$ cat src/rtl/add128_operand_sequencer.sv
// add128_operand_sequencer: registers operands onto an external W-bit adder, waits SETTLE cycles, hands the result downstream (define ADDSEQ_CHECK_EN for the sticky reference check)
module add128_operand_sequencer #(
  parameter int W = 128,
  parameter int SETTLE = 2,
  parameter int CNT_W = 16
) (
  input  logic             clk,
  input  logic             rst_n,
  input  logic             in_valid_i,
  output logic             in_ready_o,
  input  logic [W-1:0]     in_a_i,
  input  logic [W-1:0]     in_b_i,
  input  logic             in_cin_i,
  output logic [W-1:0]     add_a_o,
  output logic [W-1:0]     add_b_o,
  output logic             add_cin_o,
  input  logic [W-1:0]     add_s_i,
  input  logic             add_cout_i,
  output logic             out_valid_o,
  input  logic             out_ready_i,
  output logic [W-1:0]     out_sum_o,
  output logic             out_cout_o,
  output logic             busy_o,
  output logic [CNT_W-1:0] op_count_o,
  output logic             chk_err_o
);
  typedef enum logic [1:0] {ST_IDLE, ST_SETTLE, ST_DONE} state_t;
  localparam logic [3:0] LOAD = 4'((SETTLE < 1 ? 1 : SETTLE) - 1);
  state_t state_q, state_d;
  logic [3:0] cnt_q, cnt_d;
  logic [W-1:0] add_a_q, add_b_q, sum_q;
  logic add_cin_q, cout_q;
  logic [CNT_W-1:0] op_count_q;
  logic accept, capture, handshake;
  assign accept = in_ready_o && in_valid_i;
  assign capture = state_q == ST_SETTLE && cnt_q == 4'd0;
  assign handshake = out_valid_o && out_ready_i;
  assign in_ready_o = rst_n && state_q == ST_IDLE;
  assign out_valid_o = state_q == ST_DONE;
  assign busy_o = state_q != ST_IDLE;
  assign add_a_o = add_a_q;
  assign add_b_o = add_b_q;
  assign add_cin_o = add_cin_q;
  assign out_sum_o = sum_q;
  assign out_cout_o = cout_q;
  assign op_count_o = op_count_q;
  // next state: accept in IDLE, count down the settle window, release on downstream handshake
  always_comb begin
    state_d = state_q;
    cnt_d = cnt_q;
    case (state_q)
      ST_IDLE: if (in_valid_i) begin
        state_d = ST_SETTLE;
        cnt_d = LOAD;
      end
      ST_SETTLE: if (cnt_q == 4'd0) state_d = ST_DONE; else cnt_d = cnt_q - 4'd1;
      ST_DONE: if (out_ready_i) state_d = ST_IDLE;
      default: state_d = ST_IDLE;
    endcase
  end
  // state and settle counter
  always_ff @(posedge clk) begin
    if (!rst_n) begin
      state_q <= ST_IDLE;
      cnt_q <= 4'd0;
    end else begin
      state_q <= state_d;
      cnt_q <= cnt_d;
    end
  end
  // adder operands change only on accept, giving the adder a stable multicycle path
  always_ff @(posedge clk) begin
    if (!rst_n) begin
      add_a_q <= '0;
      add_b_q <= '0;
      add_cin_q <= 1'b0;
    end else if (accept) begin
      add_a_q <= in_a_i;
      add_b_q <= in_b_i;
      add_cin_q <= in_cin_i;
    end
  end
  // result capture at the end of the settle window; held until the next capture
  always_ff @(posedge clk) begin
    if (!rst_n) begin
      sum_q <= '0;
      cout_q <= 1'b0;
    end else if (capture) begin
      sum_q <= add_s_i;
      cout_q <= add_cout_i;
    end
  end
  // completed output handshakes, wrapping
  always_ff @(posedge clk) begin
    if (!rst_n) op_count_q <= '0;
    else if (handshake) op_count_q <= op_count_q + CNT_W'(1);
  end
`ifdef ADDSEQ_CHECK_EN
  logic [W:0] ref_sum;
  logic chk_err_q;
  assign ref_sum = {1'b0, add_a_q} + {1'b0, add_b_q} + {{W{1'b0}}, add_cin_q};
  assign chk_err_o = chk_err_q;
  // sticky flag when the external adder disagrees with the reference at capture
  always_ff @(posedge clk) begin
    if (!rst_n) chk_err_q <= 1'b0;
    else if (capture && ref_sum != {add_cout_i, add_s_i}) chk_err_q <= 1'b1;
  end
`else
  assign chk_err_o = 1'b0;
`endif
endmodule

$ cat config.mk
export PLATFORM = sky130hd
export DESIGN_NAME = add128_operand_sequencer
export DESIGN_NICKNAME = d
export VERILOG_FILES = /design/src/rtl/add128_operand_sequencer.sv
export SDC_FILE = /design/constraint.sdc
export NUM_CORES = 1
export LEC_CHECK = 0
export BUFFER_PORTS_ARGS = -buffer_cell sky130_fd_sc_hd__buf_2
export CAP_MARGIN = 40
export CORE_AREA = 2 2 311 313
export DETAILED_ROUTE_END_ITERATION = 8
export DIE_AREA = 0 0 313 315
export GPL_TIMING_DRIVEN = 0
export PLACE_DENSITY = 0.42
export SLEW_MARGIN = 20
export SYNTH_ARGS = -nofsm -noshare
export SYNTH_HDL_FRONTEND = slang
export SYNTH_SLANG_ARGS = --single-unit
$ cat constraint.sdc
create_clock -name clk -period 2 [get_ports clk]
set_clock_uncertainty 0.1 [all_clocks]
set_input_delay 0.2 -clock clk [delete_from_list [all_inputs] [get_ports clk]]
set_output_delay 0.2 -clock clk [all_outputs]
set_load 0.01 [all_outputs]
==> results list, run 1 <==
- Cells with a size suffix above 1 make up roughly two fifths of the layout.
- Number of synthesized flops with an enable pin: 0
- CTS tree: done
- Final hold slack: 0.161 ns
* Post-Syn Nets: 1652
- Buffers added on ports: 794
- Fraction of the mapped netlist area in adder cells: less than 1%
- Compound-cell area share of the yosys netlist: 22.8%
* Non-filler instance count after layout: 3813
- The core region is 95700 µm².
- Area grow syn2layout: 85.7%
- Total of endpoints with negative setup slack in the final report: 0
* Detailed-route wire length per cell: 15.9 µm
- TritonCTS buffer count: 49
* Number of max-slew violations in the final report: 0
- Minimum clock period after layout: around 1.9 ns
- The cell sitting at the root of the clock tree is a clkbuf_16.
- Measured against its own limit, the worst slew margin works out to a little under three fifths.
- Part of the cycle the worst path needs: a little over nine tenths
- Die height: between 300 and 400 µm
* Initial antenna violation count: 3
- Global placer's final weighted congestion: 0.783
- The longest clock path from root to sink contains 3 buffers.
* Area of the die: about 99000 µm²
- Of the total synthesized cell area, the portion taken by AND, OR, NAND and NOR gates is 10.0%.
- Remaining design rule violation count: 0
- Horizontal die dimension: 313 µm
* Initial Util: between 10 and 15%
- Multiplexer share of the synthesized area: less than 1%
- Largest net degree at the start of global routing: 20
* Count of antenna-violating nets left after detailed routing: 0
- Yosys attributes the largest share of cell area to dfxtp_1 (62%), a22o_1 (17%), nand2_1 (7.5%).
- Post-synth design cell area: roughly 13000 µm²
- Total half-perimeter wirelength after legalization and detailed placement: 45700 µm
* Nature of the critical path startpoint: flop
- The number of global-route vias before repair came to 14300.
- Power spread over the standard cell area amounts to 964 nW/µm².
* Share of async-settable or async-resettable flops after synthesis: 0%
- The synthesized netlist contains 44 unique library cells.
- STA puts the critical path data arrival time at 1.58 ns.
- Clock latency on the worst-skew pair, taken at its later pin, is 0.61 ns.
- Fraction of synthesized cell area in xor and xnor cells: 0.596%
- H-Tree Depth: 2
* Dominant combinational cell family by area after synthesis: compound AO/OA/AOI/OAI gates
- Tightest Pin Transition: 0.642 ns
- Based on the critical path, the design can be clocked at up to about 0.53 GHz.
- GRT Overall Usage: 11.5%
- The final hold violation count came to 0.
* Post-Synthesis Mean Instance Area: 10.5 µm²
- The total overflow left after global routing is 0.
- The flow ran to the end, and the final reports show no timing, DRC or antenna violations.
- Top-area cell type share of the netlist area: 61.8%
* Top cell type by total area after synthesis: dfxtp_1
* Most instantiated flip-flop cell in the synthesis netlist: dfxtp_1
* Worst Setup End Kind: primary output
- For the worst setup path, the data required time is roughly 1.7 ns.
- The clock drives 408 sinks.
- Boundary pin count: 796
- Number of cells after detailed placement: 3332
- Across the VDD grid, the largest voltage drop is 0.522 mV.
* Yosys warns: 0
- Setup repair after global routing could not meet its margin everywhere.
- Net total in the final layout: 2890
- Vias after detailed routing: around 14000
- Wirelength, routed: approximately 61000 µm
* Number of storage elements in the synthesis netlist: roughly 410
- First-iteration detailed-routing DRC count: 630
- Class of the most critical setup path: flop to primary output
* Peak fanout along the critical path: 8
- After clock tree synthesis, the clock-pin slew on the worst setup and hold paths is about 0.060 ns.
- After technology mapping, the gate count stands at 1259.
* Sequential area share after synthesis: just over 60%
- Global-route wire length before repair: around 87000 µm
* Path class of the lowest-slack min-delay path: primary input to flop
* Detailed-router iteration count before antenna repair: 4
- The tool flagged a number of max-cap violations equal to 0.
* Row count: 114
- In the routed layout, each cell is associated on average with a via count of approximately 3.7.
- Overall power consumption after layout is estimated at 23.7 mW.
* Lkg Pwr: about 11 nW
## worst max-delay path, cell delays in order (launching register included)
cell     delay (ns)
dfxtp_2        0.38
nor2_4         0.24
inv_1          0.08
nor2_1         0.10
buf_2          0.16
## power breakdown
group / internal (mW) / leakage [nW] / switching [mW] / total, mW
Clock: 5.46 / 0.812 / 3.76 / 9.22
Combinational: 2.34 / 7.24 / 2.61 / 4.95
Sequential: 9.02 / 3.34 / 0.476 / 9.50
## worst paths after layout
kind / start / to / slack [ns] / cells after the start
max reg2reg: cnt_q[1] / out_sum_o[82] / 0.13 / 8
max: state_q[0] / in_ready_o / 0.12 / 4
min: rst_n / op_count_o[8] / 0.16 / 5
min reg2reg: out_sum_o[121] / out_sum_o[121] / 0.35 / 2
## layout by cell type (no fill, tap or decap), drive strengths merged, types with 2 or more instances in the layout
cell	n
or3	4
a22o	257
clkinvlp	2
xor2	7
clkinv	12
buf	866
clkbuf	101
nand4	7
nand2	266
ha	3
nor3	3
and3	3
and4	2
or4	2
xnor2	2
dlygate4sd3	391
diode	3
mux2i	2
nor2	14
dfxtp	408
nor4	2
nand2b	2
a21oi	138
o21ai	6
nand3	6
bufinv	5
inv	9
## what timing repair did
action,CTS,global route
hold buffers,391,0
resized for setup,45,18
buffers inserted,2,0
hold endpoints to repair,396,0
endpoints found under the setup margin,380,154
pin swaps,2,0
## state kept, by name, indices dropped and copies added, names as in the netlist
| name | count |
|---|---|
| add_a_o | 128 |
| add_b_o | 128 |
| out_sum_o | 128 |
| op_count_o | 16 |
| cnt_q | 4 |
| state_q | 2 |
| add_cin_o | 1 |
| out_cout_o | 1 |
## final cells by class
type | instances | area [µm²]
Clock inverter | 23 | 275
Timing Repair Buffer | 1190 | 7950
Sequential cell | 408 | 8170
Fill cell | 10400 | 71100
Buffer | 103 | 641
Multi-Input combinational cell | 740 | 4540
Inverter | 5 | 18.8
Clock buffer | 65 | 1370
Antenna cell | 3 | 7.51
Tap cell | 1276 | 1600
## logic make-up after synthesis
logic type	Yosys count
flip-flops	408
AO/OA/AOI/OAI	405
AND/OR/NAND/NOR	319
buffers and inverters	111
XOR/XNOR	9
adder cells (fa/ha/maj)	3
multiplexers	3
other	1
## cells in the mapped netlist, types with 3 or more instances
| master | count |
|---|---|
| ha_1 | 3 |
| inv_1 | 5 |
| nand3_1 | 6 |
| buf_1 | 11 |
| nand4_1 | 6 |
| buf_4 | 4 |
| clkbuf_1 | 33 |
| nor3_1 | 3 |
| buf_2 | 47 |
| a22o_1 | 257 |
| or3_1 | 4 |
| dfxtp_1 | 408 |
| o21ai_0 | 6 |
| buf_6 | 11 |
| xor2_1 | 7 |
| a21oi_1 | 137 |
| nor2_1 | 13 |
| nand2_1 | 266 |
## per-stage QoR
stage / setup TNS, ns / cell area, µm² / setup slack, ns / util, %
after detailed placement: -192.43 / 18800 / -0.898 / 19.7
after global routing: 0 / 24600 / 0.000199 / 25.7
final: 0 / 24600 / 0.117 / 25.7
after global placement: -218.46 / 18800 / -1.02 / 19.6
after floorplan: 0 / 13200 / 0.344 / -
after CTS: 0 / 24500 / 0.00809 / 25.6
## routing by layer
| metal | routed length [µm] | global-route usage (%) | part of all wire, % |
|---|---|---|---|
| met1 | 24800 | 13.4 | 41 |
| met4 | 2280 | 4.87 | 3.7 |
| met2 | 29400 | 19.5 | 48 |
| met5 | 0 | 0 | 0 |
| met3 | 4240 | 3.63 | 7.0 |
Note: power is estimated with default switching activity, not from simulation.
==> run 2, diff against run 1 <==
REMOVE_ABC_BUFFERS = 1   (was not set)
==> run 2 against run 1 <==
Critical endpoint is now add_b_o[7]. Register-to-register slack lost 0.05 ns. Sequential share of layout area down 0.44 points. Worst hold slack worse by 0.088 ns. Combinational power rose by 7.7%. Sequential power about the same. First-iteration DRC count is 41% higher.
==> results list, run 2 (same netlist as run 1, synthesis figures left out) <==
* Critical Path AT: 2.28 ns (was 1.58 ns)
* Final total power: 24.0 mW (was 23.7 mW)
- The final critical-path setup slack came to 0.0834 ns (was 0.117 ns).
- The final hold violation count came to 0 (unchanged).
- Post-Place Setup Slack: -0.929 ns (was -0.898 ns)
- The die extent in y is 315 µm (unchanged).
- The detailed-route vias per instance came to 3.77 (was 3.71).
- The leading cell type in the layout, fill and taps excluded is buf_2 (unchanged).
* Buffers added on ports: 794 (unchanged)
* Worst Setup End Kind: flop (was primary output)
- Initial Util: 13.8% (unchanged)
- The width of the die is 313 µm (unchanged).
- Register-to-Register Setup Slack: 0.08 ns (was 0.13 ns)
* Final hold slack: 0.0731 ns (was 0.161 ns)
* Remaining design rule violation count: 0 (unchanged)
- Setup repair after global routing missed its margin: no (was yes)
- Peak fanout along the critical path: 45 (was 8)
- Max clock buf depth: 3 (unchanged)
- Detailed-route wire length per cell: 16.6 µm (was 15.9 µm)
* Area grow syn2layout: 88.3% (was 85.7%)
- Row count: 114 (unchanged)
- The clock latency on the worst-skew pair came to 0.62 ns (was 0.61 ns).
- TritonCTS Sinks: 408 (unchanged)
- The post-detailed-route count of antenna-violating nets came to 0 (unchanged).
- The endpoint of the most critical setup path was add_b_o[7] (was in_ready_o).
* Wirelength, routed: 62200 µm (was 60800 µm)
- The placed instance count came to 3246 (was 3332).
* GRT Overall Usage: 11.7% (was 11.5%)
* Required time at the endpoint of the critical path: 2.36 ns (was 1.70 ns)
- The count of fill cells added during filler insertion came to 10200 (was 10400).
- The count of pins on the block boundary came to 796 (unchanged).
- The time the worst path needs with I/O delays and setup came to 1.92 ns (was 1.88 ns).
- The filler-free cell count of the finished design was 3754 (was 3813).
- The startpoint type of the worst setup path is a flop (unchanged).
* Largest net degree at the start of global routing: 95 (was 20)
- Total of max-cap violations: 0 (unchanged)
* IR Drop Worst-Case VDD: 0.499 mV (was 0.522 mV)
- Total half-perimeter wirelength after legalization and detailed placement: 41800 µm (was 45700 µm)
* Clock edge transition at the registers on the reported setup and hold paths: 0.06 ns (about the same)
- H-Tree Depth: 2 (unchanged)
- The initial antenna violation count was 2 (was 3).
* CTS tree: done (unchanged)
* Vias after detailed routing: 14200 (about the same)
- The depth of the worst register-to-register path is 7 (was 8).
- Leading cell types in the layout, fill and taps excluded: buf_2 (794), dfxtp_1 (406), dlygate4sd3_1 (389) (was buf_2 (831), dfxtp_1 (406), dlygate4sd3_1 (391)).
* First-iteration detailed-routing DRC count: 888 (was 630)
* Reg2reg end: add_b_o[7] (was out_sum_o[82])
* Critical Path Start: state_q[1] (was state_q[0])
- The number of CTS-inserted buffers was 50 (was 49).
- The worst hold path class is primary input to flop (unchanged).
- The core outline area is 95700 µm² (unchanged).
- Grt ovf: 0 (unchanged)
- The last weighted congestion value of the routability-driven placer was 0.794 (was 0.783).
* Number of global-route vias before repair: 14000 (was 14300)
- The power per unit of standard cell area was 965 nW/µm² (was 964 nW/µm²).
- Fraction of layout cells with a size suffix above 1: 38.0% (was 38.6%)
* Status: finished clean (unchanged)
* Lkg Pwr: 11.4 nW (about the same)
- Area of the die: 98600 µm² (unchanged)
- Detailed-router iteration count before antenna repair: 5 (was 4)
- Core occupancy in the finished layout: 26.0% (was 25.7%)
- Class of the most critical setup path: flop to flop (was flop to primary output)
- Highest clock rate: 0.522 GHz (was 0.531 GHz)
* Net total in the final layout: 2833 (was 2890)
- The ratio of final minimum period to clock period was 95.8% (was 94.2%).
* Global-route wire length before repair: 88400 µm (was 87400 µm)
- Clock root buffer: clkbuf_16 (unchanged)
- Total of endpoints with negative setup slack in the final report: 0 (unchanged)
- R2r startpoint: state_q[1] (was cnt_q[1])
* Number of max-slew violations in the final report: 0 (unchanged)
==> run 2: how the worst min path moves through the flow <==
stage / start / endpoint / slack (ns) / cells past startpoint
after floorplan: in_a_i[0] / add_a_o[0] / 0.23 / 1
after global placement: in_b_i[111] / add_b_o[111] / 0.32 / 2
after detailed placement: in_a_i[24] / add_a_o[24] / 0.32 / 2
after CTS: rst_n / op_count_o[7] / 0.02 / 3
after global routing: rst_n / op_count_o[10] / 0.07 / 3
final: rst_n / op_count_o[7] / 0.07 / 3
==> run 2: area by class of cell <==
| cell class | instances | area (µm²) | area share, % |
|---|---|---|---|
| well taps | 1276 | 1600 | 6.41 |
| clock buffers | 74 | 1430 | 5.75 |
| inverters | 5 | 26.3 | 0.105 |
| repair buffers | 1232 | 8890 | 35.7 |
| flip-flops and latches | 408 | 8180 | 32.8 |
| clock inverters | 15 | 219 | 0.879 |
| diodes | 1 | 2.50 | 0.0100 |
| multi-input cells | 743 | 4570 | 18.4 |
==> run 2: worst max-delay path: stages, from the launching register on <==
cell and delay (ns):
dfxtp_4 0.35, nor2_4 0.16, a21oi_4 0.09, buf_16 0.19, buf_16 0.23, buf_16 0.15, buf_16 0.17, a22o_1 0.19
==> run 2: layer usage <==
layer	wire length [µm]	part of all wire [%]	track usage (%)	up-vias
met5	11	0.018	0	-
met4	2100	3.4	4.65	2
met3	4150	6.7	2.97	100
met2	30000	48	19.8	566
met1	26000	42	14.2	6638
li1	-	-	-	6856
==> run 2: metrics by stage <==
stage          TNS [ns]  instance area (µm²)
5_1_grt               0                24900
3_3_place_gp   -4430.29                18200
2_1_floorplan  -1847.05                12700
4_1_cts         -0.0130                24900
6_report              0                24900
3_5_place_dp    -128.69                18900
==> run 2: repair_timing <==
action,4_1_cts,5_1_grt
setup buffers,17,3
hold endpoints to repair,395,0
gates cloned,15,2
gates resized for setup,11,11
pin swaps,6,2
hold buffers,389,0
endpoints found under the setup margin,311,114
==> run 2: power breakdown <==
group | switching (mW) | internal, mW
combinational | 2.73 | 2.60
sequential | 0.453 | 9.02
clock | 3.77 | 5.48
